==> config.mk <==
export PLATFORM = sky130hd
export DESIGN_NAME = mux_rr_arbiter
export DESIGN_NICKNAME = d
export VERILOG_FILES = /design/src/rtl/mux_arb_pkg.sv /design/src/rtl/rr_pick.sv /design/src/rtl/mux_rr_arbiter.sv
export SDC_FILE = /design/constraint.sdc
export NUM_CORES = 1
export LEC_CHECK = 0
export ABC_AREA = 0
export BUFFER_PORTS_ARGS = -buffer_cell sky130_fd_sc_hd__buf_2
export CAP_MARGIN = 5
export CORE_ASPECT_RATIO = 1.1
export CORE_UTILIZATION = 50
export CTS_CLUSTER_SIZE = 30
export DETAILED_ROUTE_END_ITERATION = 12
export PLACE_DENSITY = 0.72
export SLEW_MARGIN = 5
export SYNTH_ARGS = -nofsm -noshare
export SYNTH_HDL_FRONTEND = slang
export SYNTH_SLANG_ARGS = --single-unit
export TNS_END_PERCENT = 20
==> constraint.sdc <==
create_clock -name clk -period 3.75 [get_ports clk]
set_clock_uncertainty 0.1 [all_clocks]
set_input_delay 0.75 -clock clk [delete_from_list [all_inputs] [get_ports clk]]
set_output_delay 0.75 -clock clk [all_outputs]
set_load 0.05 [all_outputs]
==> src/rtl/mux_arb_pkg.sv <==
// Shared types and constants for the round-robin arbiter in front of the 4:1 mux.
package mux_arb_pkg;

    localparam int N_REQ = 4;
    localparam int SEL_W = 2;

    typedef enum logic {
        IDLE  = 1'b0,
        GRANT = 1'b1
    } state_e;

    function automatic logic [N_REQ-1:0] onehot4(input logic [SEL_W-1:0] idx);
        logic [N_REQ-1:0] vec;
        vec      = '0;
        vec[idx] = 1'b1;
        return vec;
    endfunction

endpackage

==> src/rtl/rr_pick.sv <==
// Combinational round-robin search: first set request at or after start, wrapping.
module rr_pick
    import mux_arb_pkg::*;
(
    input  logic [N_REQ-1:0] req,
    input  logic [SEL_W-1:0] start,
    output logic [SEL_W-1:0] idx,
    output logic             found
);

    always_comb begin
        logic [SEL_W-1:0] cand;
        // NOTE: every output gets a default before the loop, so no path leaves it unassigned (no latch).
        idx   = start;
        found = 1'b0;
        cand  = start;
        // Walk from the farthest offset down so the nearest match is written last and wins.
        for (int k = N_REQ - 1; k >= 0; k--) begin
            cand = start + SEL_W'(k);
            if (req[cand]) begin
                idx   = cand;
                found = 1'b1;
            end
        end
    end

endmodule

==> src/rtl/mux_rr_arbiter.sv <==
// Round-robin arbiter with bounded hold time; drives the select of a shared 4:1 mux.
module mux_rr_arbiter
    import mux_arb_pkg::*;
#(
    parameter  int MAX_HOLD = 8,
    localparam int HOLD_W   = (MAX_HOLD > 1) ? $clog2(MAX_HOLD) : 1
) (
    input  logic             clk,
    input  logic             rst,
    input  logic [N_REQ-1:0] req,
    output logic [N_REQ-1:0] gnt,
    output logic [SEL_W-1:0] sel,
    output logic             busy,
    output logic             new_grant
);

    state_e            state_q, state_d;
    logic [N_REQ-1:0]  gnt_q, gnt_d;
    logic [SEL_W-1:0]  sel_q, sel_d;
    logic [SEL_W-1:0]  ptr_q, ptr_d;
    logic [HOLD_W-1:0] hold_q, hold_d;
    logic              ng_q, ng_d;

    logic [SEL_W-1:0]  pick_idx;
    logic              pick_found;
    logic              owner_req;
    logic              others_req;
    logic              at_limit;
    logic              take;

    // ptr always sits one past the current/last owner, so one picker serves both IDLE and rotation.
    rr_pick u_pick (
        .req   (req),
        .start (ptr_q),
        .idx   (pick_idx),
        .found (pick_found)
    );

    assign owner_req  = |(req & gnt_q);
    assign others_req = |(req & ~gnt_q);
    assign at_limit   = (hold_q == HOLD_W'(MAX_HOLD - 1));

    always_comb begin
        state_d = state_q;
        gnt_d   = gnt_q;
        sel_d   = sel_q;
        ptr_d   = ptr_q;
        hold_d  = hold_q;
        ng_d    = 1'b0;
        take    = 1'b0;

        case (state_q)
            IDLE: take = pick_found;
            GRANT: begin
                if (!owner_req) begin
                    if (others_req) begin
                        take = 1'b1;
                    end else begin
                        // sel is left alone so the mux output stays stable while idle.
                        state_d = IDLE;
                        gnt_d   = '0;
                        hold_d  = '0;
                    end
                end else if (at_limit) begin
                    take   = others_req;
                    hold_d = '0;
                end else begin
                    hold_d = hold_q + HOLD_W'(1);
                end
            end
            default: state_d = IDLE;
        endcase

        if (take) begin
            state_d = GRANT;
            gnt_d   = onehot4(pick_idx);
            sel_d   = pick_idx;
            ptr_d   = pick_idx + SEL_W'(1);
            hold_d  = '0;
            ng_d    = 1'b1;
        end
    end

    // NOTE: state registers use non-blocking assignments so every flop samples pre-edge values.
    always_ff @(posedge clk or posedge rst) begin
        if (rst) begin
            state_q <= IDLE;
            gnt_q   <= '0;
            sel_q   <= '0;
            ptr_q   <= '0;
            hold_q  <= '0;
            ng_q    <= 1'b0;
        end else begin
            state_q <= state_d;
            gnt_q   <= gnt_d;
            sel_q   <= sel_d;
            ptr_q   <= ptr_d;
            hold_q  <= hold_d;
            ng_q    <= ng_d;
        end
    end

    assign gnt       = gnt_q;
    assign sel       = sel_q;
    assign busy      = |gnt_q;
    assign new_grant = ng_q;

endmodule

==> flow_summary_export.csv <==
group,metric,value,unit
status,status,"completed",
detailed_routing,drt_iter0_markers,8,
detailed_routing,viasPerCell,5.86,
cts,cts_hold_buf,0,
worst_setup_path,reg2reg_slack,1.65,ns
timing,fmax,437,MHz
detailed_routing,drc,0,
cts,clk-insertion-delay-late,0.28,ns
pwr,power.switching,0.372,mW
die,start_util,0.564,
synth,yosysWarnings,0,
detailed_routing,wire_per_inst,15.9,µm
cts,htreeDepth,1,
detailed_routing,vias,574,
timing,finalHoldViolCount,0,
die,ioPinCount,14,
timing,fin_crit_sh,0.610,
worst_setup_path,cp-start-kind,"register",
synth,synthTopCellsByArea,"dfrtp_1 40%, ha_1 9.3%, a22o_2 7.4%, mux2_4 5.6%, a2111oi_4 3.4%",
detailed_routing,antenna_left,0,
synth,synth.top_cell.area_share,0.402,
layout,instances_no_fill,98,
die,die_w,40.4,µm
placed_design,io_buffers,13,
timing,worst_pin_slew,0.783,ns
layout,antenna_cells,0,
layout,area_delta_synth_final,12.4,%
detailed_routing,routed_wl,1560,µm
placed_design,dp.cells,94,
grt,grt_pass1_wl,2750,µm
synth,ys.flop_type,"dfrtp_1",
synth,ys_types,29,
synth,ys_seq_elements,13,
timing,whs,0.381,ns
grt,gr-total-overflow,0,
timing,rsz0062_at_grt,"false",
pwr,p_leak,0.479,nW
job,max-cap-violations,0,
worst_setup_path,endpoint_kind,"output port",
die,die_y,44.2,µm
timing,fin_setup_tns,0,ns
placed_design,dp.final_hpwl,1180,µm
synth,async_flop_share,1.00,
pwr,p_clk_frac,0.112,
placed_design,placed_area,883,µm²
layout,drive_gt1_frac,0.427,
layout,design_area,910,µm²
pwr,p_total,0.787,mW
die,fp.coreArea,1440,µm²
die,die_area,1780,µm²
pwr,vdd_ir_drop_max,0.503,mV
pwr,seqPwrFrac,0.310,
pwr,internal_power,0.415,mW
cts,ctsResizeCount,0,
synth,yosysSeqAreaShare,0.402,
timing,setup_ws,1.46,ns
cts,post-cts-setup-buffers,0,
die,rows,14,
cts,root_buffer,"clkbuf_4",
layout,final_nets,95,
synth,syn_nets,78,
placed_design,pre_cts_slack,1.20,ns
synth,synth_area_leader_cell,"dfrtp_1",
pwr,p_per_area,865,nW/µm²
worst_setup_path,worst-setup-path-type,"reg -> out",
grt,antenna_found_initial,0,
synth,postSynthAreaPerCell,12.3,µm²
pwr,sw_frac_of_total,0.473,
cts,cts_buffers,3,
timing,maxSlewViolCount,0,
synth,synth_cells,66,
timing,max-slew-margin-rel,0.472,
grt,grt.total_usage,0.241,
cts,tritoncts,"done",
placed_design,gp_congestion,0.726,
pwr,comb_power_share,0.578,
worst_setup_path,r2r_cells,6,
synth,synth_edf_count,0,
synth,synth.cell_area,810,µm²
layout,final_util,0.633,
cts,clk_pin_slew,0.08,ns
detailed_routing,drt_first_pass_iters,4,
timing,period_needed,2.29,ns
worst_setup_path,worstPathMaxFanout,5,
worst_setup_path,critPathArrivalTime,1.44,ns
timing,setup_viol,0,
cts,cts_buffer_depth,2,
worst_setup_path,crit_required,2.90,ns
hold_path,hold_path.class,"in -> async",
cts,clock-sinks,13,
worst_setup_path,r2r-end,"gnt[0]",
grt,grt_max_degree,14,
worst_setup_path,r2r-start,"ptr_q[1]",
grt,first_global_vias,585,
-- cells in the final DEF, fill, tap and decap left out, drive strengths merged --
master,synthesis,layout
dfrtp,13,13
buf,1,13
inv,7,7
a22o,6,6
ha,6,6
and2b,4,4
mux2,4,4
clkbuf,0,4
a21oi,3,3
nor2,3,3
a22oi,2,2
o21ai,2,2
or4,2,2
a2111oi,1,1
nand2b,1,1
a211oi,1,1
nand2,1,1
a311o,1,1
o211a,1,1
a2bb2oi,1,1
nor2b,1,1
o221a,1,1
mux2i,1,1
nor3,1,1
or3,1,1
o311ai,1,1
-- state kept, by name (all words and copies together), names as in the netlist --
register   count
gnt            4
hold_q         3
ptr_q          2
sel            2
new_grant      1
state_q        1
-- power groups by stage --
stage	logic, mW	registers (mW)	clock network [mW]
after global placement	0.449	0.245	0
after detailed placement	0.458	0.247	0
after floorplan	0.264	0.345	0
after global routing	0.493	0.252	0.0956
final	0.455	0.244	0.0881
after CTS	0.460	0.245	0.0913
-- cell usage after synthesis (2+ instances only) --
library cell / n
ha_1: 6
inv_1: 7
a22o_2: 6
a22oi_1: 2
dfrtp_1: 13
o21ai_0: 2
nor2_1: 2
a21oi_1: 3
mux2_4: 3
and2b_2: 3
-- cells by family (layout without fill, tap and decap cells) --
| logic type | Yosys count | in the layout | synth area share |
|---|---|---|---|
| muxes | 5 | 5 | 0.0819 |
| AOI/OAI and AO/OA | 20 | 20 | 0.244 |
| buffers and inverters | 8 | 24 | 0.0464 |
| adders and majority gates | 6 | 6 | 0.0927 |
| and+or+nand+nor | 14 | 14 | 0.133 |
| DFF | 13 | 13 | 0.402 |
-- how the worst max path moves through the flow --
stage | startpoint | end | slack (ns) | depth (start not counted)
2_1_floorplan | gnt[3] | busy | 1.50 | 1
3_3_place_gp | req[2] | ptr_q[1] | 1.29 | 5
3_5_place_dp | req[2] | gnt[0] | 1.20 | 6
4_1_cts | gnt[3] | busy | 1.45 | 2
5_1_grt | req[2] | gnt[0] | 1.31 | 6
6_report | gnt[3] | busy | 1.46 | 2
-- cell type report --
class,count,area [µm²]
Fill cell,130,527
Multi-Input combinational cell,45,447
Sequential cell,13,325
Timing Repair Buffer,13,65.1
Clock buffer,4,26.3
Inverter,7,26.3
Tap cell,16,20.0
-- worst max-delay path, cell delays in order (launching register included) --
cell	delay, ns
dfrtp_1	0.42
or4_1	0.51
buf_2	0.22
-- per-layer routing --
layer	routed length [µm]	vias up	share of wire	GRT usage
li1	-	274	-	-
met1	639	288	0.41	0.286
met2	846	7	0.54	0.390
met3	44	5	0.028	0.0603
met4	33	0	0.021	0.120
met5	0	-	0	0
(Power assumes the default switching activity.)
